## src/rtl/led_pkg.sv

```systemverilog
// Shared sizes, mean-array types, FSM state encoding and mean helper for led_zone_mean.
// Latency: n/a (types and a pure function only).
// Backpressure: n/a.
package led_pkg;

  localparam int ZONE_NUM   = 16;
  localparam int MEAN_W     = 4;
  localparam int PIX_W      = 8;
  localparam int ZONE_COLS  = 4;
  localparam int ZONE_BANDS = 4;

  // Published mean set: one 4-bit mean per zone, zone = band*4 + column.
  typedef logic [MEAN_W-1:0] mean_arr_t [ZONE_NUM];

  // Means of the four zones of the band currently being accumulated.
  typedef logic [MEAN_W-1:0] band_mean_t [ZONE_COLS];

  typedef enum logic [1:0] {
    ST_IDLE = 2'd0,
    ST_ACC  = 2'd1,
    ST_BAND = 2'd2,
    ST_PUB  = 2'd3
  } zm_state_e;

  // Zone mean from a zone sum: divide by the zone area (shift), keep the top
  // nibble of the 8-bit average. With rounding, half an output LSB is added
  // first and a carry out of the 8-bit average saturates the mean at 4'hF.
  function automatic logic [MEAN_W-1:0] zone_mean(
    input logic [31:0] sum,
    input int          shift,
    input logic        round
  );
    logic [32:0] biased;
    logic [32:0] scaled;
    biased = {1'b0, sum};
    if (round) begin
      biased = biased + (33'd1 << (shift + 3));
    end
    scaled = biased >> shift;
    if (scaled > 33'd255) begin
      zone_mean = '1;
    end else begin
      zone_mean = scaled[7:4];
    end
  endfunction

endpackage

```

## src/rtl/led_zone_acc.sv

```systemverilog
// One colour channel: four zone accumulators for the active band plus mean logic.
// Latency: accumulate on the accepting edge; band_mean is combinational from the sums.
// Backpressure: none; add/clr are applied every cycle they are asserted.
// Rounding of the mean is enabled when LED_ZONE_ROUND_EN is defined.
module led_zone_acc
  import led_pkg::*;
#(
  parameter int ZONE_W_LOG2 = 4,
  parameter int ZONE_H_LOG2 = 4
) (
  input  logic             clk_slow,
  input  logic             rstn,
  input  logic             clr,
  input  logic             add,
  input  logic [1:0]       col,
  input  logic [PIX_W-1:0] pix,
  output band_mean_t       band_mean
);

  localparam int SHIFT = ZONE_W_LOG2 + ZONE_H_LOG2;
  localparam int ACC_W = PIX_W + SHIFT;
  localparam logic [ACC_W-1:0] ACC_ZERO = '0;

`ifdef LED_ZONE_ROUND_EN
  localparam logic ROUND = 1'b1;
`else
  localparam logic ROUND = 1'b0;
`endif

  // A zone holds at most 2^SHIFT pixels of 8 bits, so ACC_W bits never overflow.
  logic [ACC_W-1:0] acc [ZONE_COLS];

  // Per-zone sums; a clear and an add in the same cycle leave just the new pixel.
  always_ff @(posedge clk_slow) begin
    if (!rstn) begin
      for (int c = 0; c < ZONE_COLS; c++) begin
        acc[c] <= ACC_ZERO;
      end
    end else begin
      for (int c = 0; c < ZONE_COLS; c++) begin
        if (add && (col == 2'(c))) begin
          acc[c] <= (clr ? ACC_ZERO : acc[c]) + ACC_W'(pix);
        end else if (clr) begin
          acc[c] <= ACC_ZERO;
        end
      end
    end
  end

  // Mean of each zone of the band, ready for the band write-back cycle.
  always_comb begin
    for (int c = 0; c < ZONE_COLS; c++) begin
      band_mean[c] = zone_mean(32'(acc[c]), SHIFT, ROUND);
    end
  end

endmodule

```

## src/rtl/led_zone_mean.sv

```systemverilog
// Per-zone RGB means over a 4x4 zone grid; publishes a full mean set and pulses start.
// Latency: last pixel on edge N -> band 3 in working bank at N+1, outputs and start at N+2.
// Backpressure: none; pixels that cannot be accepted are dropped. Option: LED_ZONE_ROUND_EN.
module led_zone_mean
  import led_pkg::*;
#(
  parameter int ZONE_W_LOG2 = 4,
  parameter int ZONE_H_LOG2 = 4
) (
  input  logic             clk_slow,
  input  logic             rstn,
  input  logic             en,
  input  logic             pix_valid,
  input  logic             pix_sof,
  input  logic [PIX_W-1:0] pix_r,
  input  logic [PIX_W-1:0] pix_g,
  input  logic [PIX_W-1:0] pix_b,
  output mean_arr_t        MeanR,
  output mean_arr_t        MeanG,
  output mean_arr_t        MeanB,
  output logic             start,
  output logic             frame_err
);

  localparam int XW = ZONE_W_LOG2 + 2;
  localparam int YW = ZONE_H_LOG2 + 2;
  localparam logic [XW-1:0] X_LAST    = '1;
  localparam logic [YW-1:0] LINE_MASK = YW'((1 << ZONE_H_LOG2) - 1);

  zm_state_e     state;
  zm_state_e     state_nxt;
  logic [XW-1:0] x_cnt;
  logic [YW-1:0] y_cnt;
  logic [XW-1:0] pos_x;
  logic [YW-1:0] pos_y;
  logic [1:0]    band_wr;
  logic [1:0]    col;
  logic          accept;
  logic          restart;
  logic          acc_clr;
  logic          bank_wr;
  logic          bank_clr;
  logic          publish;
  logic          frame_abort;
  logic          band_last;

  band_mean_t r_mean;
  band_mean_t g_mean;
  band_mean_t b_mean;
  mean_arr_t  bank_r;
  mean_arr_t  bank_g;
  mean_arr_t  bank_b;

  // State register.
  always_ff @(posedge clk_slow) begin
    if (!rstn) begin
      state <= ST_IDLE;
    end else begin
      state <= state_nxt;
    end
  end

  // Next state plus per-cycle control: which pixel is taken, at what position,
  // and whether accumulators / working bank are cleared or written.
  always_comb begin
    state_nxt   = state;
    accept      = 1'b0;
    restart     = 1'b0;
    acc_clr     = 1'b0;
    bank_wr     = 1'b0;
    bank_clr    = 1'b0;
    publish     = 1'b0;
    frame_abort = 1'b0;
    pos_x       = x_cnt;
    pos_y       = y_cnt;

    case (state)
      ST_IDLE: begin
        acc_clr = 1'b1;
        if (pix_valid && pix_sof) begin
          accept    = 1'b1;
          restart   = 1'b1;
          state_nxt = ST_ACC;
        end
      end
      ST_ACC: begin
        if (pix_valid) begin
          accept = 1'b1;
          if (pix_sof) begin
            // Early sof: abandon this frame, the sof pixel opens the next one.
            restart     = 1'b1;
            acc_clr     = 1'b1;
            bank_clr    = 1'b1;
            frame_abort = 1'b1;
          end
        end
      end
      ST_BAND: begin
        acc_clr = 1'b1;
        bank_wr = 1'b1;
        // Next band keeps streaming; a sof here, or anything after band 3, is dropped.
        if (pix_valid && !pix_sof && (band_wr != 2'd3)) begin
          accept = 1'b1;
        end
        state_nxt = (band_wr == 2'd3) ? ST_PUB : ST_ACC;
      end
      ST_PUB: begin
        acc_clr   = 1'b1;
        publish   = 1'b1;
        state_nxt = ST_IDLE;
      end
      default: begin
        state_nxt = ST_IDLE;
      end
    endcase

    if (restart) begin
      pos_x = '0;
      pos_y = '0;
    end

    band_last = accept && (pos_x == X_LAST) && ((pos_y & LINE_MASK) == LINE_MASK);
    if (band_last) begin
      state_nxt = ST_BAND;
    end

    // Disabled: drop everything in flight; published outputs are untouched.
    if (!en) begin
      state_nxt   = ST_IDLE;
      accept      = 1'b0;
      restart     = 1'b0;
      band_last   = 1'b0;
      acc_clr     = 1'b1;
      bank_wr     = 1'b0;
      bank_clr    = 1'b1;
      publish     = 1'b0;
      frame_abort = 1'b0;
    end

    col = pos_x[XW-1 -: 2];
  end

  // Raster position of the next expected pixel, and which band just finished.
  always_ff @(posedge clk_slow) begin
    if (!rstn || !en) begin
      x_cnt   <= '0;
      y_cnt   <= '0;
      band_wr <= '0;
    end else begin
      if (accept) begin
        if (pos_x == X_LAST) begin
          x_cnt <= '0;
          y_cnt <= pos_y + YW'(1);
        end else begin
          x_cnt <= pos_x + XW'(1);
          y_cnt <= pos_y;
        end
      end
      if (band_last) begin
        band_wr <= pos_y[YW-1 -: 2];
      end
    end
  end

  led_zone_acc #(
    .ZONE_W_LOG2(ZONE_W_LOG2),
    .ZONE_H_LOG2(ZONE_H_LOG2)
  ) u_acc_r (
    .clk_slow (clk_slow),
    .rstn     (rstn),
    .clr      (acc_clr),
    .add      (accept),
    .col      (col),
    .pix      (pix_r),
    .band_mean(r_mean)
  );

  led_zone_acc #(
    .ZONE_W_LOG2(ZONE_W_LOG2),
    .ZONE_H_LOG2(ZONE_H_LOG2)
  ) u_acc_g (
    .clk_slow (clk_slow),
    .rstn     (rstn),
    .clr      (acc_clr),
    .add      (accept),
    .col      (col),
    .pix      (pix_g),
    .band_mean(g_mean)
  );

  led_zone_acc #(
    .ZONE_W_LOG2(ZONE_W_LOG2),
    .ZONE_H_LOG2(ZONE_H_LOG2)
  ) u_acc_b (
    .clk_slow (clk_slow),
    .rstn     (rstn),
    .clr      (acc_clr),
    .add      (accept),
    .col      (col),
    .pix      (pix_b),
    .band_mean(b_mean)
  );

  // Working bank: collects band results until the whole frame is known.
  always_ff @(posedge clk_slow) begin
    if (!rstn || bank_clr) begin
      for (int z = 0; z < ZONE_NUM; z++) begin
        bank_r[z] <= '0;
        bank_g[z] <= '0;
        bank_b[z] <= '0;
      end
    end else if (bank_wr) begin
      for (int c = 0; c < ZONE_COLS; c++) begin
        bank_r[{band_wr, 2'(c)}] <= r_mean[c];
        bank_g[{band_wr, 2'(c)}] <= g_mean[c];
        bank_b[{band_wr, 2'(c)}] <= b_mean[c];
      end
    end
  end

  // Published set changes atomically on the start edge; pulses are single-cycle.
  always_ff @(posedge clk_slow) begin
    if (!rstn) begin
      for (int z = 0; z < ZONE_NUM; z++) begin
        MeanR[z] <= '0;
        MeanG[z] <= '0;
        MeanB[z] <= '0;
      end
      start     <= 1'b0;
      frame_err <= 1'b0;
    end else begin
      start     <= publish;
      frame_err <= frame_abort;
      if (publish) begin
        MeanR <= bank_r;
        MeanG <= bank_g;
        MeanB <= bank_b;
      end
    end
  end

endmodule

```

## config.mk

```make
export PLATFORM = sky130hd
export DESIGN_NAME = led_zone_mean
export DESIGN_NICKNAME = d
export VERILOG_FILES = /design/src/rtl/led_pkg.sv /design/src/rtl/led_zone_acc.sv /design/src/rtl/led_zone_mean.sv
export SDC_FILE = /design/constraint.sdc
export NUM_CORES = 1
export LEC_CHECK = 0
export CAP_MARGIN = 20
export CORE_UTILIZATION = 53
export DETAILED_ROUTE_END_ITERATION = 8
export PLACE_DENSITY = 0.85
export RECOVER_POWER = 50
export SYNTH_ARGS = -nofsm -noshare
export SYNTH_HDL_FRONTEND = slang
export SYNTH_SLANG_ARGS = --single-unit
```

## constraint.sdc

```tcl
create_clock -name clk_slow -period 7.4 [get_ports clk_slow]
set_input_delay 0.74 -clock clk_slow [delete_from_list [all_inputs] [get_ports clk_slow]]
set_output_delay 0.74 -clock clk_slow [all_outputs]
set_load 0.01 [all_outputs]
```

==> results_dict.tcl <==
set metrics [dict create \
    syn_area_mm2 0.02733 \
    insertion_delay_ns 0.64 \
    fin_cells 3925 \
    ys_async_sr_fraction_pct 0 \
    clockRootBuffer "clkbuf_16" \
    viasPerCell 5.696 \
    yosysWarnings 0 \
    finalHoldViolCount 0 \
    die_x_um 229.1 \
    overflow 0 \
    vdd_drop_max_mv 0.1548 \
    finClkSkew_ns 0.03459 \
    fin_ws_ns 2.224 \
    required_ns 7.77 \
    tightest_slew_ns 3.103 \
    htree_levels 2 \
    grt_pass1_wl_mm 112.4 \
    max_freq_mhz 193.2 \
    portBuffers 222 \
    layout-drive-gt1-share_pct 4.181 \
    clock_sinks 594 \
    netlist-cell-type-count 65 \
    layout_common_cells "nand2_1, dfxtp_1, a21oi_1" \
    ys_ff_latch 594 \
    detailedPlace.worstSlack_ns 2.342 \
    core_mm2 0.05048 \
    startpoint "en" \
    fin_nets 3342 \
    grt_usage_pct 26.47 \
    worstPathMaxFanout 86 \
    cp-start-kind "input port" \
    total_power_mw 6.646 \
    endpoint_kind "flip-flop" \
    reg2reg_from "state[1]" \
    std_cell_rows 82 \
    utilization_pct 63.34 \
    worstHoldPathType "reg -> reg" \
    cp_data_arrival_time_ns 5.54 \
    cts_resized 0 \
    criticalPathCategory "in -> reg" \
    powerDensity_mw_per_mm2 207.9 \
    syn_nets 3203 \
    cts_tree "done" \
    vias 22357 \
    layout_commonest_cell "nand2_1" \
    fillerInstances 3989 \
    leakage_nw 11.84 \
    antenna_found_initial 0 \
    hp-start "bank_r[46]" \
    rsz0062_at_grt "no" \
    post_drt_wl_per_cell_um 17.98 \
    syn_inst 3064 \
    grt_pass1_vias 20871 \
    die_area_mm2 0.05248 \
    synth_top_flop_cell "dfxtp_1" \
    violations "max-capacitance violations, max-slew violations" \
    cts_setup_buffers 0 \
    clk_pin_slew_ns 0.06 \
    drc 0 \
    finalCritPeriodShare_pct 69.94 \
    fin_setup_tns_ns 0 \
    dp.cells 3811 \
    grt_max_degree 162 \
    synth_edf_count 192 \
    post-dp-hpwl_mm 44.76 \
    ys_seq_area_share_pct 50.54 \
    ios 223 \
    initial_core_util_pct 54.15 \
    setup_viol 0 \
    drv_slew 288 \
    cts_buffers 60 \
    final.min_clock_period_ns 5.176 \
    num_antenna_cells 0 \
    place.gp.congestion 0.8458 \
    status "complete, but fails checks" \
    drv_cap 6 \
    drt_iter0_markers 2209 \
    cts_buffer_depth 3 \
    syn_to_final_growth_pct 16.97 \
    finalWirelength_mm 70.57 \
    drt_first_pass_iters 5 \
    slew_headroom_pct -106.9 \
    postCtsHoldBufs 0 \
    avgSynthCellArea_um2 8.921 \
    die_h_um 229.1 \
    drt.antenna.violating_nets 0 \
]
final timing paths:
check,endpoint,slack (ns),depth (start not counted)
setup reg to reg,u_acc_r.acc[0][62],2.82,12
hold / removal,MeanR[46],0.44,2
hold reg to reg,MeanR[46],0.44,2
setup / recovery,u_acc_r.acc[0][62],2.22,13
registers in the layout (all words and copies together), names as in the netlist:
| register | cells |
|---|---|
| y_cnt | 6 |
| bank_g | 64 |
| bank_r | 64 |
| state | 2 |
| MeanB | 64 |
| start | 1 |
| band_wr | 2 |
| bank_b | 64 |
| frame_err | 1 |
| MeanR | 64 |
| x_cnt | 6 |
| u_acc_b.acc | 64 |
| MeanG | 64 |
| u_acc_g.acc | 64 |
| u_acc_r.acc | 64 |
synthesized netlist by cell type (7+ instances only):
cell type | number | area, um^2
nand3_1 | 44 | 220.2
nor2b_1 | 8 | 50.05
inv_1 | 24 | 90.09
buf_2 | 21 | 105.1
clkbuf_1 | 139 | 521.8
a211oi_1 | 27 | 202.7
nor4_1 | 7 | 43.79
xor2_1 | 76 | 665.6
and3_1 | 30 | 187.7
a21boi_0 | 197 | 1479
xnor2_1 | 67 | 586.8
nand4_1 | 21 | 131.4
or3_1 | 17 | 106.4
nand2b_1 | 11 | 68.82
nor2_1 | 211 | 792.0
and2_1 | 113 | 706.9
fa_1 | 12 | 240.2
a21o_1 | 28 | 210.2
a31oi_1 | 9 | 56.30
nor3_1 | 35 | 175.2
nor3b_1 | 8 | 60.06
dfxtp_1 | 402 | 8048
edfxtp_1 | 192 | 5766
o21ai_0 | 55 | 275.3
o21bai_1 | 7 | 52.55
o211ai_1 | 9 | 67.56
o21a_1 | 13 | 97.59
ha_1 | 98 | 1226
a21oi_1 | 266 | 1331
nand2_1 | 849 | 3187
logic make-up after synthesis:
| family | share of synthesized area (%) |
|---|---|
| flops | 50.54 |
| simple gates | 21.64 |
| buf+inv | 2.843 |
| compound gates | 14.96 |
| xor+xnor | 4.582 |
| fa+ha+maj | 5.365 |
| mux | 0.07325 |
stage by stage:
stage | instance area [um^2] | hold slack (ns)
6_report | 31970 | 0.4368
2_1_floorplan | 27330 | 0.4361
3_3_place_gp | 29960 | 0.4417
4_1_cts | 31970 | 0.4451
5_1_grt | 31970 | 0.4646
3_5_place_dp | 29960 | 0.4465
worst max-delay path, cell delays in order:
cell	delay (ns)
dlygate4sd3_1	0.97
a21bo_2	0.33
nor2_1	0.92
buf_12	0.38
and2_1	0.19
ha_1	0.21
fa_1	0.23
a21o_1	0.12
a21oi_1	0.13
o31ai_1	0.69
nand4_1	0.25
xor2_1	0.23
nor2_1	0.06
where the power goes:
part	switching [mW]	leakage (nW)	internal, mW
clock network	1.31	0.987	1.77
registers	0.0139	5.59	3.36
logic	0.119	5.27	0.0680
final cells by class:
cell class | count | area, um^2 | share of cell area [%]
flip-flops and latches | 594 | 13810 | 43.21
multi-input cells | 2278 | 12790 | 39.99
repair buffers | 245 | 2424 | 7.581
clock buffers | 83 | 1680 | 5.256
well taps | 672 | 840.8 | 2.630
clock inverters | 29 | 336.6 | 1.053
inverters | 24 | 90.09 | 0.2818
layer usage:
metal  track usage [%]  share of wire, %  vias up
met5                 0                 0        -
met4             9.354               3.2        0
met3             3.324               7.6      139
met2             42.73                47      890
met1             36.56                42    10646
li1                  -                 -    10682
Note: power is estimated with default switching activity, not from simulation.
